## src/rtl/countdown_timer.sv

```systemverilog
// countdown_timer
// ---------------
// SS.hh countdown timer (00.00 - 59.99) for the 50 MHz board clock. An
// internal 19-bit down-counting prescaler produces a 1/100 s tick. Each
// tick decrements a 4-digit BCD register by one hundredth. A one-cycle
// done pulse is raised when the count reaches 00.00.
//
// Parameters
//   DIV_TERM  prescaler reload value; the tick period is DIV_TERM+1 cycles
//
// Ports
//   clk      in   1   system clock, rising edge
//   rst      in   1   synchronous active-high reset
//   load     in   1   load sanitized preset and stop the timer
//   preset   in   16  BCD {sec_tens, sec_ones, hun_tens, hun_ones}
//   start    in   1   begin or resume counting (ignored at 00.00)
//   stop     in   1   pause counting; the partial prescaler period is kept
//   digits   out  16  current BCD value, same packing as preset
//   running  out  1   high while counting
//   tick     out  1   high in the first cycle a decremented value is visible
//   done     out  1   one-cycle pulse when the count reaches 00.00
module countdown_timer #(
    parameter logic [18:0] DIV_TERM = 19'h7A11F
) (
    input  logic        clk,
    input  logic        rst,
    input  logic        load,
    input  logic [15:0] preset,
    input  logic        start,
    input  logic        stop,
    output logic [15:0] digits,
    output logic        running,
    output logic        tick,
    output logic        done
);

    typedef enum logic {
        IDLE = 1'b0,
        RUN  = 1'b1
    } state_t;

    state_t      state_reg;
    logic [18:0] presc_reg;
    logic [15:0] digits_reg;
    logic        tick_reg;
    logic        done_reg;

    // Clamp each digit to its legal range: sec_tens to 5, the rest to 9.
    function automatic logic [15:0] sanitize(input logic [15:0] p);
        logic [3:0] st, so, ht, ho;
        st = (p[15:12] > 4'd5) ? 4'd5 : p[15:12];
        so = (p[11:8]  > 4'd9) ? 4'd9 : p[11:8];
        ht = (p[7:4]   > 4'd9) ? 4'd9 : p[7:4];
        ho = (p[3:0]   > 4'd9) ? 4'd9 : p[3:0];
        return {st, so, ht, ho};
    endfunction

    // Subtract one hundredth with BCD borrow. sec_tens only decrements when
    // borrowed into; it never wraps because a tick at 00.00 cannot happen.
    function automatic logic [15:0] bcd_dec(input logic [15:0] d);
        logic [3:0] st, so, ht, ho;
        logic       borrow;
        st = d[15:12];
        so = d[11:8];
        ht = d[7:4];
        ho = d[3:0];
        borrow = (ho == 4'd0);
        ho = borrow ? 4'd9 : ho - 4'd1;
        if (borrow) begin
            borrow = (ht == 4'd0);
            ht = borrow ? 4'd9 : ht - 4'd1;
        end
        if (borrow) begin
            borrow = (so == 4'd0);
            so = borrow ? 4'd9 : so - 4'd1;
        end
        if (borrow && st != 4'd0) begin
            st = st - 4'd1;
        end
        return {st, so, ht, ho};
    endfunction

    // Command priority: rst > load > stop > start. tick/done are pulses and
    // default low every cycle; only a RUN-state prescaler rollover sets them.
    always_ff @(posedge clk) begin
        if (rst) begin
            state_reg  <= IDLE;
            presc_reg  <= DIV_TERM;
            digits_reg <= 16'h0000;
            tick_reg   <= 1'b0;
            done_reg   <= 1'b0;
        end else begin
            tick_reg <= 1'b0;
            done_reg <= 1'b0;
            if (load) begin
                digits_reg <= sanitize(preset);
                presc_reg  <= DIV_TERM;
                state_reg  <= IDLE;
            end else if (stop) begin
                // Prescaler intentionally holds so resume keeps the partial period.
                state_reg <= IDLE;
            end else if (state_reg == IDLE) begin
                // No prescaler reload on start: a paused period resumes as-is.
                if (start && digits_reg != 16'h0000) begin
                    state_reg <= RUN;
                end
            end else begin
                if (presc_reg != 19'd0) begin
                    presc_reg <= presc_reg - 19'd1;
                end else begin
                    presc_reg  <= DIV_TERM;
                    tick_reg   <= 1'b1;
                    digits_reg <= bcd_dec(digits_reg);
                    if (digits_reg == 16'h0001) begin
                        state_reg <= IDLE;
                        done_reg  <= 1'b1;
                    end
                end
            end
        end
    end

    assign digits  = digits_reg;
    assign running = (state_reg == RUN);
    assign tick    = tick_reg;
    assign done    = done_reg;

endmodule

```

## config.mk

```make
export PLATFORM = sky130hd
export DESIGN_NAME = countdown_timer
export DESIGN_NICKNAME = d
export VERILOG_FILES = /design/src/rtl/countdown_timer.sv
export SDC_FILE = /design/constraint.sdc
export NUM_CORES = 1
export LEC_CHECK = 0
export CORE_UTILIZATION = 31
export DETAILED_ROUTE_END_ITERATION = 12
export PLACE_DENSITY = 0.64
export SLEW_MARGIN = 10
export SYNTH_ARGS = -nofsm -noshare
export SYNTH_HDL_FRONTEND = slang
export SYNTH_SLANG_ARGS = --single-unit
```

## constraint.sdc

```tcl
create_clock -name clk -period 2.4 [get_ports clk]
set_input_delay 0.24 -clock clk [delete_from_list [all_inputs] [get_ports clk]]
set_output_delay 0.24 -clock clk [all_outputs]
set_load 0.05 [all_outputs]
```

==> impl_metrics.env, run 1 <==
export IMPL_status="finished clean"
export IMPL_worstRegToRegCells=5
export IMPL_slew_limit_headroom_pct=40.32
export IMPL_fin_crit_ps=2232
export IMPL_maxCapViolations=0
export IMPL_cts_tree="built"
export IMPL_postCtsSetupRepairBufs=0
export IMPL_dp_cells=368
export IMPL_antenna_cells=0
export IMPL_io_pins=40
export IMPL_synth_net_count=274
export IMPL_fin_ws_ps=167.5
export IMPL_drv_slew=0
export IMPL_grt_pass1_wl_um=8493
export IMPL_synth_compound_area_share_pct=12.74
export IMPL_critPathKind="reg -> reg"
export IMPL_cts_resized=0
export IMPL_clkTransAtPathRegs_ps=70
export IMPL_synth_most_common_cell="dfxtp_1"
export IMPL_synth_top_area_cell="dfxtp_1"
export IMPL_drc=0
export IMPL_die_height_um=83.19
export IMPL_arrival_ps=2480
export IMPL_final_cell_count_no_fill=376
export IMPL_fin_tns_setup_ps=0
export IMPL_largest_reg_flops=19
export IMPL_clock_fmax_mhz=447.9
export IMPL_rows=29
export IMPL_r2r_slack_ps=170
export IMPL_routed_via_count=1922
export IMPL_met1_length_um=2301
export IMPL_fin_worst_skew_ps=6.277
export IMPL_synth_seq_cells=38
export IMPL_worstPathRequired_ps=2650
export IMPL_ant_nets=0
export IMPL_worst_slew_pin_slew_ps=895.1
export IMPL_grt_max_degree=26
export IMPL_leakage_nw=0.9510
export IMPL_finalSetupViolCount=0
export IMPL_syn_cell_area_um2=2043
export IMPL_area_growth_pct=31.66
export IMPL_clock_latency_ps=300
export IMPL_hpwlAfterDp_um=3732
export IMPL_synth_area_leaders="dfxtp_1 (37%), xnor2_1 (6.4%), nand2_1 (5.5%)"
export IMPL_synth_common_cells="dfxtp_1 (38), nand2_1 (30), nor2_1 (29)"
export IMPL_end_kind="flop"
export IMPL_drtIter0Drc=124
export IMPL_synthMuxAreaShare_pct=1.960
export IMPL_period_share_pct=93.02
export IMPL_portBuffers=39
export IMPL_overflow=0
export IMPL_yosysSeqAreaShare_pct=37.23
export IMPL_ir_drop_uv=287.4
export IMPL_synthSimpleGateAreaFrac_pct=33.13
export IMPL_totalWireLength_um=4963
export IMPL_antenna_found_initial=0
export IMPL_synthAdderAreaFrac_pct=1.837
export IMPL_grt_total_usage_pct=15.13
export IMPL_dr_pass1_iters=4
export IMPL_die_area_um2=6920
export IMPL_core_area_um2=6350
export IMPL_wl_met3_um=272
export IMPL_fin_nets=322
export IMPL_synth_edf_count=0
export IMPL_start_util_pct=32.18
export IMPL_gp_congestion=0.7664
export IMPL_pre_cts_ws_ps=46.75
export IMPL_netlist_area_leader_share_pct=37.23
export IMPL_clk_path_buf_depth=2
export IMPL_synthCells=250
export IMPL_startpoint_type="flop"
export IMPL_cts_root_buf="clkbuf_8"
export IMPL_synth_xor_xnor_area_share_pct=8.573
export IMPL_min_path_cells=2
export IMPL_r2r_end="digits[15]"
export IMPL_grt_pass1_vias=1832
export IMPL_cts_hold_buf=0
export IMPL_h_tree_depth=2
export IMPL_cts_sinks=38
export IMPL_cts_inserted_buffers=5
export IMPL_die_w_um=83.19
export IMPL_path_max_fanout=6
export IMPL_async_reset_ff_share_pct=0
export IMPL_yosys_warnings=0
export IMPL_hp_class="reg -> reg"
export IMPL_post_route_util_pct=42.36
export IMPL_ys_types=49
export IMPL_synth_main_ff_cell="dfxtp_1"
export IMPL_drive_gt1_share_pct=9.699
export IMPL_topRoutingLayerUsed="met4"
export IMPL_hold_end="presc_reg[7]"
export IMPL_synth_top_family_by_area="simple AND/OR/NAND/NOR gates"
export IMPL_final_hold_violation_count=0
export IMPL_r2r_start="presc_reg[8]"
export IMPL_rsz0062_at_grt="no"
export IMPL_hold_ws_ps=481.2
export IMPL_min_from="presc_reg[7]"
export IMPL_routedWlPerCell_um=13.20
export IMPL_via_per_inst=5.112
export IMPL_wl_met2_um=2289
export IMPL_avgSynthCellArea_um2=8.173
export IMPL_power_density_nw_per_um2=530.1
## worst max-delay path, stage by stage, from the launching register on
cell	delay [ps]
dfxtp_1	380
nor4_2	430
nand4_1	190
or4b_1	620
or4_1	490
nand2_1	70
## per-stage QoR
step	power [mW]	cell area (um2)
floorplan	0.8135	2043
global placement	0.9114	2580
detailed placement	0.9128	2580
CTS	1.436	2690
global route	1.489	2690
finish	1.426	2690
## logic make-up after synthesis
logic type	count (synthesis)
AOI/OAI and AO/OA	40
adders and majority gates	3
buffers and inverters	22
and+or+nand+nor	123
muxes	4
xor gates and xnor gates	20
DFF	38
## worst max-delay path by stage
stage | start | endpoint | depth (start not counted)
after floorplan | running | digits[15] | 6
after global placement | stop | digits[15] | 6
after detailed placement | stop | digits[15] | 6
after CTS | presc_reg[0] | digits[15] | 7
after global routing | presc_reg[0] | presc_reg[1] | 7
final | presc_reg[8] | digits[15] | 5
## per-layer routing
metal | GRT usage, % | vias to the layer above
met4 | 6.740 | 0
met5 | 0 | -
met2 | 24.07 | 42
met1 | 19.80 | 888
li1 | - | 983
met3 | 2.982 | 9
## where the power goes
group | internal [mW] | switching (mW) | total [mW]
Sequential | 0.646 | 0.0201 | 0.666
Combinational | 0.102 | 0.129 | 0.231
Clock | 0.290 | 0.239 | 0.529
Total | 1.04 | 0.388 | 1.43
## layout by cell type, fill, tap and decap left out, types with 2 or more instances in the layout
cell type	count
mux2i_1	4
xor2_1	5
nor2_1	29
and3_1	3
ha_1	3
nand4b_1	2
or3_1	5
or4_1	4
nor4_2	3
clkdlybuf4s50_1	39
nand2_1	30
nand3b_1	4
dfxtp_1	38
xnor2_1	15
nor2b_1	5
o21ai_0	7
nand4_1	4
buf_4	14
a21boi_0	2
o211ai_1	2
inv_1	10
clkbuf_8	8
o21a_1	4
o21ai_1	3
nand3_1	4
nor3_1	8
a31oi_1	2
a21oi_1	9
nand2b_1	2
nor4_1	12
## cell type report
cell class	instances	area [um2]
timing repair buffer	53	495.5
fill	615	3660
multi-input combinational	190	1190
clock buffer	8	110.1
sequential	38	760.7
inverter	10	37.54
tap	77	96.34
No activity file was read; power rests on OpenSTA's default activity.
==> run 2: changes to the inputs <==
--- a/config.mk
+++ b/config.mk
@@ -5,10 +5,11 @@
 export SDC_FILE = /design/constraint.sdc
 export NUM_CORES = 1
 export LEC_CHECK = 0
-export CORE_UTILIZATION = 31
+export CELL_PAD_IN_SITES_DETAIL_PLACEMENT = 1
+export CELL_PAD_IN_SITES_GLOBAL_PLACEMENT = 2
+export CORE_UTILIZATION = 30
 export DETAILED_ROUTE_END_ITERATION = 12
-export PLACE_DENSITY = 0.64
-export SLEW_MARGIN = 10
+export PLACE_DENSITY = 0.91
 export SYNTH_ARGS = -nofsm -noshare
 export SYNTH_HDL_FRONTEND = slang
 export SYNTH_SLANG_ARGS = --single-unit
==> run 2 against run 1 <==
Global-route usage rose by 2.0 points. Combinational power grew 3%. First-iteration DRC count fell by 45%. Clock power shrank 13%. Critical path depth grew 2. Highest routed layer unchanged.
==> impl_metrics.env, run 2 (same netlist as run 1, synthesis figures left out) <==
export IMPL_final_cell_count_no_fill=379
export IMPL_leakage_nw=0.9562
export IMPL_hpwlAfterDp_um=4357
export IMPL_die_area_um2=7144
export IMPL_period_share_pct=93.49
export IMPL_drtIter0Drc=68
export IMPL_path_max_fanout=5
export IMPL_antenna_found_initial=0
export IMPL_drc=0
export IMPL_place_area_um2=2603
export IMPL_routed_via_count=1977
export IMPL_rows=29
export IMPL_overflow=0
export IMPL_totalWireLength_um=5654
export IMPL_grt_pass1_wl_um=9756
export IMPL_grt_total_usage_pct=17.10
export IMPL_critPathKind="reg -> reg"
export IMPL_maxCapViolations=0
export IMPL_final_hold_violation_count=0
export IMPL_startpoint_type="flop"
export IMPL_cts_inserted_buffers=5
export IMPL_fin_nets=325
export IMPL_postCtsSetupRepairBufs=0
export IMPL_layout_commonest_cell="clkdlybuf4s50_1"
export IMPL_grt_pass1_vias=2006
export IMPL_clk_path_buf_depth=2
export IMPL_end_kind="flop"
export IMPL_fin_crit_ps=2244
export IMPL_antenna_cells=0
export IMPL_status="finished clean"
export IMPL_largest_reg_flops=19
export IMPL_grt_max_degree=26
export IMPL_finalSetupViolCount=0
export IMPL_power_density_nw_per_um2=505.4
export IMPL_io_pins=40
export IMPL_worst_slew_pin_slew_ps=839.5
export IMPL_hp_class="reg -> reg"
export IMPL_cts_hold_buf=0
export IMPL_start_util_pct=31.64
export IMPL_cts_tree="built"
export IMPL_fin_tns_setup_ps=0
export IMPL_via_per_inst=5.216
export IMPL_clock_latency_ps=290
export IMPL_min_from="presc_reg[1]"
export IMPL_clkTransAtPathRegs_ps=70
export IMPL_slew_limit_headroom_pct=44.03
export IMPL_rsz0062_at_grt="no"
export IMPL_core_area_um2=6459
export IMPL_nFillCells=812
export IMPL_gp_congestion=0.7365
export IMPL_ant_nets=0
export IMPL_fin_area_um2=2698
export IMPL_cts_sinks=38
export IMPL_routedWlPerCell_um=14.92
export IMPL_portBuffers=39
export IMPL_dr_pass1_iters=4
export IMPL_ir_drop_uv=169.5
export IMPL_worstPathRequired_ps=2640
export IMPL_cts_root_buf="clkbuf_8"
export IMPL_fin_worst_skew_ps=7.068
export IMPL_clock_fmax_mhz=445.7
export IMPL_r2r_start="presc_reg[0]"
export IMPL_layout_common_cells="clkdlybuf4s50_1 (39), dfxtp_1 (38), nand2_1 (30), nor2_1 (29), buf_4 (17)"
export IMPL_arrival_ps=2480
export IMPL_hold_ws_ps=495.6
export IMPL_dp_cells=371
export IMPL_die_height_um=84.53
export IMPL_drive_gt1_share_pct=10.60
export IMPL_startpoint="presc_reg[0]"
export IMPL_area_growth_pct=32.03
export IMPL_drv_slew=0
export IMPL_die_w_um=84.53
export IMPL_h_tree_depth=2
run 2: cell types whose count changed in the layout (fill, tap and decap cells not counted), sizes merged:
cell / delta
clkinv: +1
clkbuf: -1
buf: +3
run 2: final cells by class:
class | count | area (um2) | area share, %
timing repair buffer | 56 | 518.0 | 19.20
sequential | 38 | 760.7 | 28.20
inverter | 10 | 37.54 | 1.391
clock buffer | 7 | 86.33 | 3.200
multi-input combinational | 190 | 1194 | 44.25
clock inverter | 1 | 5.005 | 0.1855
tap | 77 | 96.34 | 3.571
run 2: critical path: stages, from the launching register on:
cell and delay, ps:
dfxtp_1 330, inv_1 110, ha_1 150, nor2b_1 240, nand4_1 180, or4b_4 620, or4_1 480, nand2_1 70
run 2: power by group:
part / internal [mW] / switching [mW] / leakage (nW)
Combinational: 0.105 / 0.135 / 0.598
Clock: 0.232 / 0.227 / 0.0482
Sequential: 0.646 / 0.0200 / 0.310
run 2: per-layer routing:
metal  global-route usage [%]  share of wire (%)
met1                    21.12                 44
met4                    4.160               0.71
met2                    30.45                 52
met5                        0                  0
met3                    3.441                3.0
run 2: final timing paths:
kind	to	slack (ps)	cells after the start
setup / recovery	digits[15]	160	7
hold / removal	presc_reg[1]	500	2
setup reg to reg	digits[15]	160	7
hold reg to reg	presc_reg[1]	500	2
run 2: per-stage QoR:
stage	util, %	setup slack [ps]	total power, mW
after floorplan	-	8.100	0.8135
after global placement	40.29	25.10	0.9177
after detailed placement	40.29	-19.92	0.9217
after CTS	41.71	109.1	1.382
after global routing	41.77	17.27	1.428
final	41.77	156.1	1.363
run 2: repair_timing:
item                                    4_1_cts  5_1_grt
gates resized for setup                       0        1
endpoints found under the setup margin        0        1
hold endpoints to repair                      0        0
==> run 3: changes to the inputs <==
--- a/config.mk
+++ b/config.mk
@@ -13,3 +13,4 @@
 export SYNTH_ARGS = -nofsm -noshare
 export SYNTH_HDL_FRONTEND = slang
 export SYNTH_SLANG_ARGS = --single-unit
+export TNS_END_PERCENT = 30
==> results of run 3 <==
No change in the layout: final DEF, timing and power equal those of run 2.
